## config.mk

```make
export PLATFORM = sky130hd
export DESIGN_NAME = branch_seq
export DESIGN_NICKNAME = d
export VERILOG_FILES = /design/src/rtl/branch_seq.sv
export SDC_FILE = /design/constraint.sdc
export NUM_CORES = 1
export LEC_CHECK = 0
export CORE_ASPECT_RATIO = 2
export CORE_MARGIN = 5
export CORE_UTILIZATION = 58
export DETAILED_ROUTE_END_ITERATION = 16
export HOLD_SLACK_MARGIN = 0.03
export PLACE_DENSITY = 0.76
export REMOVE_ABC_BUFFERS = 1
export SLEW_MARGIN = 20
export SYNTH_ARGS = -nofsm -noshare
export SYNTH_HDL_FRONTEND = slang
export SYNTH_SLANG_ARGS = --single-unit
export TNS_END_PERCENT = 5
```

## constraint.sdc

```tcl
create_clock -name clk -period 4.2 [get_ports clk]
set_input_delay 0.63 -clock clk [delete_from_list [all_inputs] [get_ports clk]]
set_output_delay 0.63 -clock clk [all_outputs]
set_load 0.1 [all_outputs]
```

## src/rtl/branch_seq.sv

```systemverilog
// Branch sequencer for the 8085-style core: decodes JMP/CALL/RET from the fetched byte stream
// and drives the PC load interface. Define BRANCH_SEQ_COND_EN to decode JNZ/JZ/JNC/JC.
module branch_seq #(
   parameter int unsigned DEPTH = 8,
   parameter int unsigned SP_W  = 3
) (
   input  logic            clk,
   input  logic            reset,
   input  logic [15:0]     i_pc,
   input  logic [7:0]      i_instr_byte,
   input  logic            i_flag_z,
   input  logic            i_flag_cy,
   output logic            o_control,
   output logic [15:0]     o_branch_addr,
   output logic [SP_W:0]   o_stk_depth,
   output logic            o_stk_underflow
);

   localparam int unsigned AW = 16;
   localparam int unsigned DW = SP_W + 1;

   localparam logic [7:0] OP_JMP  = 8'hC3;
   localparam logic [7:0] OP_CALL = 8'hCD;
   localparam logic [7:0] OP_RET  = 8'hC9;
`ifdef BRANCH_SEQ_COND_EN
   localparam logic [7:0] OP_JNZ  = 8'hC2;
   localparam logic [7:0] OP_JZ   = 8'hCA;
   localparam logic [7:0] OP_JNC  = 8'hD2;
   localparam logic [7:0] OP_JC   = 8'hDA;
`endif

   typedef enum logic [2:0] {
      S_OP    = 3'd0,
      S_LO    = 3'd1,
      S_HI    = 3'd2,
      S_BR    = 3'd3,
      S_RET   = 3'd4,
      S_SKIP2 = 3'd5,
      S_SKIP1 = 3'd6
   } state_t;

   typedef enum logic [2:0] {
      K_JMP  = 3'd0,
      K_CALL = 3'd1,
      K_JNZ  = 3'd2,
      K_JZ   = 3'd3,
      K_JNC  = 3'd4,
      K_JC   = 3'd5
   } kind_t;

   // Instruction length in bytes; branch opcodes are intercepted before this is consulted.
   function automatic logic [1:0] op_len(input logic [7:0] op);
      case (op)
         8'h06, 8'h0E, 8'h16, 8'h1E, 8'h26, 8'h2E, 8'h36, 8'h3E,
         8'hC6, 8'hCE, 8'hD6, 8'hDE, 8'hE6, 8'hEE, 8'hF6, 8'hFE,
         8'hD3, 8'hDB:
            op_len = 2'd2;
         8'h01, 8'h11, 8'h21, 8'h31, 8'h22, 8'h2A, 8'h32, 8'h3A,
         8'hC2, 8'hCA, 8'hD2, 8'hDA, 8'hE2, 8'hEA, 8'hF2, 8'hFA,
         8'hC4, 8'hCC, 8'hD4, 8'hDC, 8'hE4, 8'hEC, 8'hF4, 8'hFC,
         8'hC3, 8'hCD:
            op_len = 2'd3;
         default:
            op_len = 2'd1;
      endcase
   endfunction

   state_t             r_state;
   state_t             w_state_nx;
   kind_t              r_kind;
   kind_t              w_kind_nx;
   logic [7:0]         r_lo;
   logic [7:0]         w_lo_nx;
   logic               r_control;
   logic               w_control_nx;
   logic [AW-1:0]      r_branch_addr;
   logic [AW-1:0]      w_addr_nx;
   logic               r_underflow;
   logic               w_uf_set;
   logic               w_push;
   logic               w_pop;
   logic               w_take;

   logic [AW-1:0]      r_stack [DEPTH];
   logic [SP_W-1:0]    r_ptr;
   logic [DW-1:0]      r_depth;
   logic [SP_W-1:0]    w_ptr_inc;
   logic [SP_W-1:0]    w_top;
   logic               w_stk_nonempty;

`ifndef BRANCH_SEQ_COND_EN
   logic w_unused_flags;
   assign w_unused_flags = i_flag_z ^ i_flag_cy;
`endif

   // r_ptr is the next free slot; the top entry sits one below it (circularly).
   assign w_ptr_inc      = (r_ptr == SP_W'(DEPTH - 1)) ? '0 : r_ptr + SP_W'(1);
   assign w_top          = (r_ptr == '0) ? SP_W'(DEPTH - 1) : r_ptr - SP_W'(1);
   assign w_stk_nonempty = (r_depth != '0);

   always_ff @(posedge clk) begin
      if (reset) begin
         r_state <= S_OP;
      end else begin
         r_state <= w_state_nx;
      end
   end

   always_comb begin
      w_state_nx   = r_state;
      w_kind_nx    = r_kind;
      w_lo_nx      = r_lo;
      w_control_nx = 1'b0;
      w_addr_nx    = r_branch_addr;
      w_push       = 1'b0;
      w_pop        = 1'b0;
      w_uf_set     = 1'b0;
      w_take       = 1'b0;

      case (r_state)
         S_OP: begin
            if (i_instr_byte == OP_JMP) begin
               w_kind_nx  = K_JMP;
               w_state_nx = S_LO;
            end else if (i_instr_byte == OP_CALL) begin
               w_kind_nx  = K_CALL;
               w_state_nx = S_LO;
`ifdef BRANCH_SEQ_COND_EN
            end else if (i_instr_byte == OP_JNZ) begin
               w_kind_nx  = K_JNZ;
               w_state_nx = S_LO;
            end else if (i_instr_byte == OP_JZ) begin
               w_kind_nx  = K_JZ;
               w_state_nx = S_LO;
            end else if (i_instr_byte == OP_JNC) begin
               w_kind_nx  = K_JNC;
               w_state_nx = S_LO;
            end else if (i_instr_byte == OP_JC) begin
               w_kind_nx  = K_JC;
               w_state_nx = S_LO;
`endif
            end else if (i_instr_byte == OP_RET) begin
               // Return target is launched from here so control lines up with S_RET.
               if (w_stk_nonempty) begin
                  w_control_nx = 1'b1;
                  w_addr_nx    = r_stack[w_top];
               end
               w_state_nx = S_RET;
            end else begin
               case (op_len(i_instr_byte))
                  2'd3:    w_state_nx = S_SKIP2;
                  2'd2:    w_state_nx = S_SKIP1;
                  default: w_state_nx = S_OP;
               endcase
            end
         end

         S_LO: begin
            w_lo_nx    = i_instr_byte;
            w_state_nx = S_HI;
         end

         S_HI: begin
            case (r_kind)
               K_JMP, K_CALL: w_take = 1'b1;
`ifdef BRANCH_SEQ_COND_EN
               K_JNZ:         w_take = ~i_flag_z;
               K_JZ:          w_take = i_flag_z;
               K_JNC:         w_take = ~i_flag_cy;
               K_JC:          w_take = i_flag_cy;
`endif
               default:       w_take = 1'b0;
            endcase
            if (w_take) begin
               w_control_nx = 1'b1;
               w_addr_nx    = {i_instr_byte, r_lo};
               w_state_nx   = S_BR;
            end else begin
               w_state_nx   = S_OP;
            end
         end

         S_BR: begin
            // The PC already points past the operands here: that is the return address.
            w_push     = (r_kind == K_CALL);
            w_state_nx = S_OP;
         end

         S_RET: begin
            w_pop      = w_stk_nonempty;
            w_uf_set   = ~w_stk_nonempty;
            w_state_nx = S_OP;
         end

         S_SKIP2: w_state_nx = S_SKIP1;
         S_SKIP1: w_state_nx = S_OP;
         default: w_state_nx = S_OP;
      endcase
   end

   always_ff @(posedge clk) begin
      if (reset) begin
         r_kind        <= K_JMP;
         r_lo          <= 8'h00;
         r_control     <= 1'b0;
         r_branch_addr <= 16'h0000;
         r_underflow   <= 1'b0;
      end else begin
         r_kind        <= w_kind_nx;
         r_lo          <= w_lo_nx;
         r_control     <= w_control_nx;
         r_branch_addr <= w_addr_nx;
         if (w_uf_set) begin
            r_underflow <= 1'b1;
         end
      end
   end

   // Push on a full stack overwrites the oldest slot, so depth saturates at DEPTH.
   always_ff @(posedge clk) begin
      if (reset) begin
         r_ptr   <= '0;
         r_depth <= '0;
      end else if (w_push) begin
         r_ptr <= w_ptr_inc;
         if (r_depth != DW'(DEPTH)) begin
            r_depth <= r_depth + DW'(1);
         end
      end else if (w_pop) begin
         r_ptr   <= w_top;
         r_depth <= r_depth - DW'(1);
      end
   end

   always_ff @(posedge clk) begin
      if (w_push) begin
         r_stack[r_ptr] <= i_pc;
      end
   end

   assign o_control       = r_control;
   assign o_branch_addr   = r_branch_addr;
   assign o_stk_depth     = r_depth;
   assign o_stk_underflow = r_underflow;

endmodule

```

# == Word-level counts from Yosys, hierarchy flattened ==
# Memory sizes are Yosys's and may differ from the RTL's.
# Cells that the tools add are included.
# word_totals
register_bits,39
n_memories,1
ramBits,128
input_bits,28
output_inout_bits,22
wordCells,127
# memory_table
name,words,word_bits,rd,rd_ports_with_merged_regs,write_ports,line,rtl
r_stack,8,16,1,0,1,84,logic [AW-1:0] r_stack [DEPTH];
# op_classes
n_bitwise,1
mux,39
add_sub_neg,4
n_reduce_logical,13
eq_ne,61
# ops
op,count
8-bit == test (second input constant),29
8-bit by 6-bit == test with 1-bit output (second input constant),10
16-bit 2-to-1 mux,5
16-bit one-hot mux with 2 select lines,1
3-bit 2-to-1 mux,9
26-bit OR reduction,1
8-bit by 5-bit == test with 1-bit output (second input constant),3
18-bit OR reduction,1
1-bit 2-to-1 mux,12
4-bit 2-to-1 mux,3
3-bit one-hot mux with 4 select lines,1
2-bit 2-to-1 mux,5
2-bit inequality test (second input constant),5
3-bit == test (second input constant),3
3-bit zero test,3
8-bit by 1-bit == test with 1-bit output (second input constant),1
8-bit by 3-bit == test with 1-bit output (second input constant),1
8-bit by 4-bit == test with 1-bit output (second input constant),1
3-bit by 1-bit == test with 1-bit output (second input constant),2
3-bit by 2-bit == test with 1-bit output (second input constant),2
3-bit one-hot mux with 2 select lines,1
6-bit AND reduction,1
2-bit nonzero test,3
4-bit by 1-bit adder with 4-bit output (second input constant),1
12 further kinds,14

# == Depth between registers and ports, before layout ==
# depth
depth_word,13
ltp_mapped,12
ltp_nobuf,8

# == Worst setup path after synthesis ==
# OpenSTA, ideal clock, no wires.
# synth_path
kind,flip-flop to flip-flop
startpoint,register r_state[1]
endpoint,memory r_stack[0][0] (enable)
t_required_ns,3.770
stages_incl_launch_ff,6
period_less_slack_ns,3.116
arrival_time_ns,2.685
setup_slack_ns,1.084
setup_time_ns,0.430
n_path_buf,2
path_cell_list,dfxtp_1 -> clkbuf_2 -> and4b_1 -> clkbuf_1 -> clkinv_1 -> nor4_1
# synth_between
elab_chain_len,4
# synth_lines
element,line,rtl
"start, declared",68,state_t r_state;
"start signal, assigned",105,r_state <= w_state_nx;
3-bit by 2-bit == test with 1-bit output,120,case (r_state)
1-bit 2-to-1 mux,120,
1-bit 2-to-1 mux,236,if (w_push) begin
1-bit 2-to-1 mux (not written as such),237,r_stack[r_ptr] <= i_pc;
"end, declared",84,
# No other way between the ends.

# == Worst setup path in the final report ==
# layout_path
startpoint,register r_ptr[0]
endpoint,"register r_branch_addr[14], in the netlist o_branch_addr[14]"
# layout_between
elab_chain_len,8
word_cells_on_any_way,9
cone_classes,1 x add/sub; 6 x mux; 1 x reduce/logical; 1 x memory
# layout_lines
element,line,rtl
"start, declared",85,logic [SP_W-1:0] r_ptr;
"start signal, assigned",225,r_ptr <= w_ptr_inc;
"start signal, assigned",230,r_ptr <= w_top;
3-bit by 1-bit subtractor with 3-bit output or 3-bit zero test (tied branches),98,assign w_top = (r_ptr == '0) ? SP_W'(DEPTH - 1) : r_ptr - SP_W'(1);
3-bit 2-to-1 mux *,98,
memory read 8 x 16 bit *,-,
16-bit 2-to-1 mux *,144,if (w_stk_nonempty) begin
16-bit 2-to-1 mux *,142,end else if (i_instr_byte == OP_RET) begin
16-bit 2-to-1 mux *,125,end else if (i_instr_byte == OP_CALL) begin
16-bit 2-to-1 mux *,122,if (i_instr_byte == OP_JMP) begin
16-bit one-hot mux with 2 select lines *,120,
"end signal, assigned",212,r_branch_addr <= w_addr_nx;
"end, declared",76,logic [AW-1:0] r_branch_addr;
# Mark *: on every way between the ends. The rest lies on a longest branch, timed or not. The select of a mux whose other input is x is not followed.
# A chain may end at the register's enable or synchronous reset.

==> metrics.md <==
| Metric | Value |
|---|---|
| Ys async rst share | `0` |
| Clock skew | `0.00887 ns` |
| Final min period | `2.96 ns` |
| # H-tree levels | `4` |
| FF+latch count, synth | `165` |
| Area growth, synth to finish | `17.2%` |
| DRC Markers | `0` |
| Syn Area/Cell | `16.5 um2` |
| Most frequent cells in the layout | `edfxtp_1, clkdlybuf4s50_1, dfxtp_1` |
| CTS tree | `done` |
| Largest area contributor in the netlist | `edfxtp_1` |
| # Post-CTS Setup Buffers | `0` |
| Mapped Area | `6660 um2` |
| Unrepaired setup endpoints after global routing | `no` |
| Root buf cell | `clkbuf_16` |
| Largest net degree at the start of global routing | `36` |
| Cell Rows | `55` |
| Hold crit path type | `register to register` |
| Maximum VDD drop | `400 uV` |
| Post-Route Setup TNS | `0 ns` |
| Total track usage | `0.214` |
| Max frequency | `338 MHz` |
| Antenna violations before repair | `0` |
| First DRT Iteration DRCs | `252` |
| Final std cells w/o fill | `612` |
| Max-slew violation count | `0` |
| IO Count | `50` |
| Final period util | `0.705` |
| Worst skew pair latency | `0.42 ns` |
| Nets | `493` |
| Die Ht | `162 um` |
| Power Density | `428 nW/um2` |
| Post-Place Cells | `581` |
| Cell variety after synth | `47` |
| EDFF count, synth | `128` |
| Ys flop type | `edfxtp_1` |
| DRT Pass-1 Iters | `4` |
| Worst-path clk slew | `0.06 ns` |
| Lkg Pwr | `2.50 nW` |
| Setup-failing EPs final | `0` |
| Max Cap Viol | `0` |
| Antenna Nets Post-Route | `0` |
| CTS buffer count | `17` |
| CP required | `4.50 ns` |
| Post-DP HPWL | `8.30 mm` |
| Number of global-route vias before repair | `3,965` |
| GPL Wtd Cong | `0.811` |
| Core box area | `11,300 um2` |
| Die X | `85.8 um` |
| Clock Tree Buf Depth | `2` |
| TritonCTS Sinks | `165` |
| Commonest non-fill, non-tap cell in the layout | `edfxtp_1` |
| Hold_ws | `0.480 ns` |
| First-pass GRT wire length | `21.7 mm` |
| Die ar. | `13,900 um2` |
| Antenna cells | `0` |
| DRT Wirelength | `13.6 mm` |
| Port bufs | `47` |
| Setup CP Type | `register to register` |
| Final Hold Viols | `0` |
| Worst Setup End Kind | `register` |
| Detailed-route wire length per cell | `22.2 um` |
| Layout cells sized above 1 | `0.179` |
| Startpoint Class | `register` |
| Outcome | `complete, no violations` |
| Number of gates resized after CTS | `0` |
| Cts hold-fix bufs | `0` |
| Yosys top cell area share | `0.577` |
| Vias | `3,767` |
| Rel. slew slack | `0.278` |
| Tightest Pin Transition | `1.08 ns` |
| Worst Path Arrival | `3.26 ns` |
| Top area cells in the synthesized netlist | `edfxtp_1, dfxtp_1, mux4_2` |
| Warnings, synthesis | `0` |
| Worst-path maximum fanout | `32` |
| Sequential area share after synthesis | `0.689` |
| Initial Utilization | `0.590` |
| Via density | `6.16` |
| Overflow left after global routing | `0` |
| Syn Inst Count | `403` |
stage by stage:
stage	util	total power [mW]	area (um2)	worst slack [ns]
3_5_place_dp	0.644	1.98	7270	0.912
4_1_cts	0.691	3.37	7800	1.18
6_report	0.691	3.34	7800	1.24
2_1_floorplan	-	1.90	6490	1.19
5_1_grt	0.691	3.45	7800	1.01
3_3_place_gp	0.644	1.98	7270	0.918
sequential cells by signal (all words and copies together) (netlist names):
name             count
o_control            1
r_kind               1
r_stack            128
r_ptr                3
r_state              3
o_stk_underflow      1
o_branch_addr       16
r_lo                 8
o_stk_depth          4
metal layers:
layer,share of wire,global-route usage
met5,0,0
met4,0.025,0.108
met3,0.053,0.0434
met2,0.55,0.367
met1,0.37,0.251
critical path: stages (launching register included):
cell and delay (ns):
dfxtp_1 0.52, inv_1 0.11, ha_1 0.21, ha_1 0.23, nor2b_4 0.11, buf_4 0.51, mux4_2 0.58, nand2_1 0.08
a21oi_1 0.14, a221o_1 0.31
cell families after synthesis:
group / after synthesis / synth area share
buf+inv: 31 / 0.0286
compound gates: 58 / 0.0613
flops: 165 / 0.689
fa+ha+maj: 7 / 0.0143
xor+xnor: 3 / 0.00395
simple gates: 97 / 0.0776
mux: 42 / 0.126
cell type report:
type	count	area (um2)
multi-input cells	207	1910
fillers	748	3490
repair buffers	60	568
flip-flops and latches	165	4580
clock inverters	12	96.3
inverters	7	26.3
well taps	142	178
clock buffers	19	433
cell usage after synthesis (all sizes together) (9+ instances only):
cell / number
a21oi: 27
a221o: 16
buf: 12
clkbuf: 12
dfxtp: 37
edfxtp: 128
mux2i: 9
mux4: 33
nand2: 24
nand2b: 22
nor2: 22
nor3: 10
path summary, 6_finish.rpt:
path / startpoint / endpoint / slack (ns) / depth (start not counted)
worst max-delay path: r_ptr[0] / o_branch_addr[14] / 1.24 / 9
worst min-delay path: o_stk_underflow / o_stk_underflow / 0.48 / 2
worst max register to register: r_ptr[0] / o_branch_addr[14] / 1.24 / 9
worst min register to register: o_stk_underflow / o_stk_underflow / 0.48 / 2
power by group:
part,internal [mW],switching [mW],total (mW),leakage [nW]
clock network,0.764,0.627,1.39,0.253
logic,0.0564,0.112,0.168,0.797
registers,1.77,0.0114,1.78,1.45
total,2.59,0.750,3.34,2.50
Power figures use the tool's default switching activity.
